$ cat config.mk
export PLATFORM = sky130hd
export DESIGN_NAME = fft_input_buffer
export DESIGN_NICKNAME = d
export VERILOG_FILES = /design/src/rtl/fft_pkg.sv /design/src/rtl/fft_in_bank.sv /design/src/rtl/fft_input_buffer.sv
export SDC_FILE = /design/constraint.sdc
export NUM_CORES = 2
export LEC_CHECK = 0
export ABC_AREA = 1
export CAP_MARGIN = 20
export CORE_UTILIZATION = 60
export CTS_CLUSTER_SIZE = 25
export DETAILED_ROUTE_END_ITERATION = 7
export MAX_ROUTING_LAYER = met4
export PLACE_DENSITY = 0.91
export SETUP_SLACK_MARGIN = 0.15
export SLEW_MARGIN = 40
export SYNTH_ARGS = -nofsm -noshare
export SYNTH_HDL_FRONTEND = slang
export SYNTH_SLANG_ARGS = --single-unit
$ cat constraint.sdc
create_clock -name clk -period 97.3 [get_ports clk]
set_clock_uncertainty 0.1 [all_clocks]
set_input_delay 29.19 -clock clk [delete_from_list [all_inputs] [get_ports clk]]
set_output_delay 29.19 -clock clk [all_outputs]
set_load 0.05 [all_outputs]
$ cat src/rtl/fft_pkg.sv
// Shared definitions for the 16-point radix-4 FFT datapath and its input buffer.
package fft_pkg;

  localparam int FFT_N      = 16;
  localparam int FFT_LOG4N  = 2;
  localparam int FFT_DATA_W = 16;
  localparam int FFT_AW     = 4;

  typedef struct packed {
    logic signed [FFT_DATA_W-1:0] re;
    logic signed [FFT_DATA_W-1:0] im;
  } cplx_t;

  // Sample k = 4*a1 + a0 maps to address 4*a0 + a1.
  function automatic logic [FFT_AW-1:0] digit_rev4(input logic [FFT_AW-1:0] idx);
    return {idx[1:0], idx[3:2]};
  endfunction

endpackage

$ cat src/rtl/fft_in_bank.sv
// One 16-entry complex register bank: single write port, full parallel read port,
// contents cleared by asynchronous reset.
module fft_in_bank
  import fft_pkg::*;
#(
  parameter int DATA_W = FFT_DATA_W
) (
  input  logic              clk,
  input  logic              reset,
  input  logic              we_i,
  input  logic [FFT_AW-1:0] waddr_i,
  input  logic [DATA_W-1:0] wre_i,
  input  logic [DATA_W-1:0] wim_i,
  output logic [DATA_W-1:0] rre_o [0:FFT_N-1],
  output logic [DATA_W-1:0] rim_o [0:FFT_N-1]
);

  logic signed [DATA_W-1:0] re_q [0:FFT_N-1];
  logic signed [DATA_W-1:0] im_q [0:FFT_N-1];

  always_ff @(posedge clk or posedge reset) begin
    if (reset) begin
      for (int i = 0; i < FFT_N; i++) begin
        re_q[i] <= '0;
        im_q[i] <= '0;
      end
    end else if (we_i) begin
      re_q[waddr_i] <= wre_i;
      im_q[waddr_i] <= wim_i;
    end
  end

  always_comb begin
    for (int i = 0; i < FFT_N; i++) begin
      rre_o[i] = re_q[i];
      rim_o[i] = im_q[i];
    end
  end

endmodule

$ cat src/rtl/fft_input_buffer.sv
// Ping-pong frame assembler feeding the 16-point FFT stage.
// Build option: define FFT_IN_DIGIT_REVERSE_EN to store frames in base-4 digit-reversed order.
module fft_input_buffer
  import fft_pkg::*;
#(
  parameter int DATA_W = FFT_DATA_W
) (
  input  logic              clk,
  input  logic              reset,
  input  logic              in_valid,
  output logic              in_ready,
  input  logic [DATA_W-1:0] in_real,
  input  logic [DATA_W-1:0] in_imag,
  output logic              frame_valid,
  input  logic              frame_ready,
  output logic [DATA_W-1:0] real_frame [0:FFT_N-1],
  output logic [DATA_W-1:0] imag_frame [0:FFT_N-1],
  output logic [3:0]        fill_count
);

  logic [1:0]        bank_full_q, bank_full_d;
  logic              wr_sel_q, wr_sel_d;
  logic              rd_sel_q, rd_sel_d;
  logic [FFT_AW-1:0] wr_cnt_q, wr_cnt_d;

  logic              accept;
  logic              consume;
  logic [FFT_AW-1:0] wr_addr;

  logic [DATA_W-1:0] b0_re [0:FFT_N-1];
  logic [DATA_W-1:0] b0_im [0:FFT_N-1];
  logic [DATA_W-1:0] b1_re [0:FFT_N-1];
  logic [DATA_W-1:0] b1_im [0:FFT_N-1];

  // Handshake outputs come straight from registers, never from in_valid/frame_ready.
  assign in_ready    = !bank_full_q[wr_sel_q];
  assign frame_valid = bank_full_q[rd_sel_q];
  assign fill_count  = wr_cnt_q;

  assign accept  = in_valid && in_ready;
  assign consume = frame_valid && frame_ready;

`ifdef FFT_IN_DIGIT_REVERSE_EN
  assign wr_addr = digit_rev4(wr_cnt_q);
`else
  assign wr_addr = wr_cnt_q;
`endif

  always_comb begin
    bank_full_d = bank_full_q;
    wr_sel_d    = wr_sel_q;
    rd_sel_d    = rd_sel_q;
    wr_cnt_d    = wr_cnt_q;
    if (accept) begin
      wr_cnt_d = wr_cnt_q + 4'd1;
      if (wr_cnt_q == 4'd15) begin
        bank_full_d[wr_sel_q] = 1'b1;
        wr_sel_d              = !wr_sel_q;
      end
    end
    // Consume and a 16th accept never collide: one targets a full bank, the other an empty one.
    if (consume) begin
      bank_full_d[rd_sel_q] = 1'b0;
      rd_sel_d              = !rd_sel_q;
    end
  end

  always_ff @(posedge clk or posedge reset) begin
    if (reset) begin
      bank_full_q <= '0;
      wr_sel_q    <= 1'b0;
      rd_sel_q    <= 1'b0;
      wr_cnt_q    <= '0;
    end else begin
      bank_full_q <= bank_full_d;
      wr_sel_q    <= wr_sel_d;
      rd_sel_q    <= rd_sel_d;
      wr_cnt_q    <= wr_cnt_d;
    end
  end

  fft_in_bank #(.DATA_W(DATA_W)) u_bank0 (
    .clk     (clk),
    .reset   (reset),
    .we_i    (accept && !wr_sel_q),
    .waddr_i (wr_addr),
    .wre_i   (in_real),
    .wim_i   (in_imag),
    .rre_o   (b0_re),
    .rim_o   (b0_im)
  );

  fft_in_bank #(.DATA_W(DATA_W)) u_bank1 (
    .clk     (clk),
    .reset   (reset),
    .we_i    (accept && wr_sel_q),
    .waddr_i (wr_addr),
    .wre_i   (in_real),
    .wim_i   (in_imag),
    .rre_o   (b1_re),
    .rim_o   (b1_im)
  );

  always_comb begin
    for (int i = 0; i < FFT_N; i++) begin
      real_frame[i] = rd_sel_q ? b1_re[i] : b0_re[i];
      imag_frame[i] = rd_sel_q ? b1_im[i] : b0_im[i];
    end
  end

endmodule

### Word-level counts from Yosys, hierarchy flattened

Cells that the tools add are included.

| cells by class | value |
|---|---|
| reductions and logical operators | 11 |
| mux-type cells | 49 |
| shift-type cells | 0 |
| multipliers | 0 |
| bitwise gates (word level) | 4 |
| equal/unequal tests | 1 |
| $lt $le $gt $ge | 6 |
| add/sub/neg operators | 1 |
| div/mod/pow operators | 0 |

Operators by type and width:

| operator | number |
|---|---|
| bitwise mux 256 bit | 4 |
| two-way mux 16 bit | 33 |
| demux 16 bit (select 4 bit) | 1 |
| logical AND 1 bit | 7 |
| two-way mux 1 bit | 6 |
| two-way mux 2 bit | 3 |
| >= comparator 5 bit (second input constant) | 1 |
| less-than comparator 5 x 1 -> 1 bit (second input constant) | 1 |
| NOT 4 -> 5 bit | 1 |
| adder 4 x 1 -> 4 bit (second input constant) | 1 |
| equality test 4 bit (second input constant) | 1 |
| less-than comparator 1 x 2 -> 1 bit (second input constant) | 2 |
| logical NOT 1 bit | 3 |
| bitwise AND 2 bit | 1 |
| demux 1 bit (select 1 bit) | 2 |
| >= comparator 1 bit (second input constant) | 2 |
| NOT 2 bit | 1 |
| OR 2 bit | 1 |
| AND reduction 2 bit | 1 |

| storage, ports and cells | value |
|---|---|
| ROM bits | 0 |
| memory bits (writable) | 0 |
| word-level logic and storage cells | 140 |
| bits in latches | 0 |
| bits of input ports | 36 |
| memories kept | 0 |
| output and inout port bits | 518 |
| bits in registers | 1032 |

### Logic depth before layout (Yosys ltp)

| logic depth | value |
|---|---|
| depth in word-level cells | 9 |
| gate-level depth with buffers | 8 |
| mapped depth without buffers | 7 |

### Cells and area by module

Synthesis repeated with hierarchy kept, for this count alone.

| unflattened totals | value |
|---|---|
| cells, all modules | 6549 |
| area, all modules | 48667.9 µm² |

By module, submodules not included:

| module | area each (µm²) | instances | sequential area each (µm²) | cells each |
|---|---|---|---|---|
| fft_in_bank | 20801.2 | 2 | 12812.3 | 2425 |
| fft_input_buffer | 7065.5 | 1 | 200.2 | 1699 |

### Worst setup path before layout

No wires, ideal clock.

| path | value |
|---|---|
| kind | register -> output |
| start | register rd_sel_q |
| end | output frame_valid |
| buffers on the path | 4 |
| arrival | 2.080 ns |
| data required time | 68.010 ns |
| cell stages (with the launch flop) | 6 |
| setup slack | 65.930 ns |
| path through | dfrtp_1 buf_2 buf_2 buf_2 clkbuf_1 o21ai_0 |

| on the way | value |
|---|---|
| cells in the longest elaborated chain, start to end | 2 |

RTL lines:

| what | RTL line | RTL |
|---|---|---|
| from (decl) | fft_input_buffer.sv:23 | `logic rd_sel_q, rd_sel_d;` |
| from (signal assigned) | fft_input_buffer.sv:77 | `rd_sel_q <= rd_sel_d;` |
| two-way mux 1 bit (implied by the code) (2 in a row) | fft_input_buffer.sv:37 | `assign frame_valid = bank_full_q[rd_sel_q];` |
| to (decl) | fft_input_buffer.sv:14 | `output logic frame_valid,` |

Every way passes these cells. The select of a mux whose other input is x is not followed.

==> summary.txt <==
Worst path slowest cell - clkdlybuf4s50_1
final hold violation count - 0
Die Height - 277.3 µm
number of cell rows - 100
H-tree depth - 3
Root Driver - clkbuf_16
worst hold path type - reg2reg
clk_lat worst skew - 660 ps
Cell Chain, Critical Path - clkbuf_8, buf_4, buf_6, nand2_1, o21ai_0, clkdlybuf4s50_1
Via-to-Cell Ratio - 6.042
worst path buffer plus inverter count - 4
minimum clock period - 33910 ps
CP max FO - 127
antenna viol nets, final - 0
worst-margin pin slew - 877.3 ps
CTS Buffer Depth - 3
ratio of cells with drive above 1 in the final layout - 5.585%
Achievable Freq - 29.49 MHz
most frequent cells in the layout - 2387 x nand2_1, 1134 x o21ai_0, 1031 x dfrtp_1
largest net degree at the start of global routing - 176
Max-Cap Viols - 0
DRT Pass-1 Iters - 8
critical path's largest stage delay - 870 ps
Core Footprint - 74700 µm²
Starting DRT DRC Count - 5688
initial core utilization - 60.89%
Ports - 554
die width - 277.3 µm
Setup TNS - 0 ps
Final nets - 6079
DP Wirelength - 92.90 mm
RD Place Congestion - 0.9042
fin. max-slew vios - 0
Total Power - 2.294 mW
average size of a mapped cell - 7.924 µm²
Sw Share - 49.37%
Startpoint Class - flop
vias - 42880
flops & latches, synth - 1032
Synth cell types - 18
Int Pwr - 1.161 mW
Post-CTS Setup Inserts - 0
Reg area - 25830 µm²
Post-Syn Instances - 5740
CTS Sinks - 1032
max_slew headroom - 41.51%
Synth Net Count - 5780
RSZ-0062 raised after global routing - no
Setup WS post-layout - 63390 ps
pwr dens - 41.56 nW/µm²
Data required, critical path - 68010 ps
area occupied by multi-input gates - 16220 µm²
Comb pwr share - 52.7%
CTS tree - done
Yosys top cell by area - dfrtp_1
Critical Path AT - 4620 ps
CTS Buf Count - 103
post-placement setup slack - 63590 ps
Synth-to-Final Area Change - 21.35%
Reg power frac - 29.1%
Ys Warns - 0
drt drc - 0
Mapped Area - 45480 µm²
post_cts resized - 0
top cells by area, synth - dfrtp_1 57%, nand2_1 20%, o21ai_0 12%
first-pass GRT wire length - 238.6 mm
wire per inst - 22.09 µm
top cell type's share of synthesized area - 56.78%
overall routed net length - 156.8 mm
fill count - 4878
commonest non-fill, non-tap cell in the layout - nand2_1
VDD IR max - 37.57 µV
cell class contributing the biggest share of worst-path delay - buffers and inverters
endpoints failing setup - 0
GR Util All Layers - 41.59%
WS Path Type - reg2out
I/O Buffers - 553
Clk network pwr share - 18.2%
Post-CTS Hold Buffers - 0
CP endpoint kind - output pin
antenna violations before repair - 4
Seq/Total Area, Yosys - 56.78%
vias in the first global route - 41500
Lkg Pwr - 27.53 nW
P_sw - 1.133 mW
fin crit share - 34.85%
die area - 76910 µm²
Overflow after GRT - 0
Worst-path clk slew - 60 ps
outcome - complete, no violations
## path summary, 6_finish.rpt
path,from,endpoint,slack (ps),cells past startpoint
worst max-delay path,rd_sel_q$_DFFE_PP0P_,real_frame[163],63390,6
worst min-delay path,u_bank0.rre_o[245]$_DFFE_PP0P_,u_bank0.rre_o[245]$_DFFE_PP0P_,370,2
worst max register to register,wr_sel_q$_DFFE_PP0P_,u_bank0.rim_o[225]$_DFFE_PP0P_,93700,8
worst min register to register,u_bank0.rre_o[245]$_DFFE_PP0P_,u_bank0.rre_o[245]$_DFFE_PP0P_,370,2
max in group asynchronous,reset,u_bank0.rre_o[74]$_DFFE_PP0P_,64920,6
min in group asynchronous,reset,u_bank0.rim_o[4]$_DFFE_PP0P_,29010,2
## kinds of logic after synthesis
family	share of synthesized area, %
simple gates	21.55
compound gates	13.70
flops	56.78
buf+inv	7.845
fa+ha+maj	0.1100
xor+xnor	0.01926
## power groups by stage
| stage | registers [mW] | logic (mW) | clock network [mW] |
|---|---|---|---|
| floorplan | 0.652 | 0.782 | 0 |
| global placement | 0.664 | 1.15 | 0 |
| detailed placement | 0.672 | 1.17 | 0 |
| CTS | 0.669 | 1.19 | 0.418 |
| global route | 0.682 | 1.26 | 0.434 |
| finish | 0.668 | 1.21 | 0.418 |
## worst reg2reg max path, cell delays in order (launching register included)
cell     delay (ps)
dfrtp_1         460
nor2_2          310
nand2_1          80
buf_4           270
inv_2           450
buf_4           760
nand2_2         670
nand2_1         260
nand2_1         120
## synthesized netlist by cell type
library cell,instances
buf_1,16
buf_2,101
buf_4,2
clkbuf_1,335
dfrtp_1,1032
ha_1,4
inv_1,458
inv_2,3
nand2_1,2391
nand3_1,108
nand3_2,5
nand4_1,1
nor2_1,13
nor2_2,20
nor2_4,5
o21ai_0,1136
o21ai_1,109
xnor2_1,1
## per-layer routing
metal	routed length (µm)	vias up	part of all wire [%]	global-route usage [%]
met5	0	-	0	-
met1	53080	20240	34	51.05
met2	70040	3313	45	60.74
li1	-	18460	-	-
met4	13420	0	8.6	29.84
met3	20240	865	13	9.762
## layout make-up
cell class	instances	share of cell area (%)
Clock inverter	41	1.027
Multi-Input combinational cell	3793	29.38
Antenna cell	4	0.01813
Tap cell	969	2.196
Clock buffer	148	5.413
Timing Repair Buffer	648	11.99
Sequential cell	1032	46.79
Inverter	461	3.180
## flip-flops by register name, indices dropped and copies added, names as in the netlist
| register | flops |
|---|---|
| u_bank0.rim_o | 256 |
| u_bank0.rre_o | 256 |
| u_bank1.rim_o | 256 |
| u_bank1.rre_o | 256 |
| fill_count | 4 |
| bank_full_q | 2 |
| rd_sel_q | 1 |
| wr_sel_q | 1 |
## metrics by stage
step | hold WS [ps] | std cells | util, % | cell area (µm²)
finish | 372.1 | 7096 | 73.90 | 55200
global placement | 353.0 | 6875 | 68.10 | 50870
CTS | 373.4 | 7089 | 73.75 | 55090
floorplan | 341.7 | 5740 | - | 45480
global route | 386.9 | 7096 | 73.90 | 55200
detailed placement | 358.3 | 6900 | 68.99 | 51530
(Power assumes the default switching activity.)
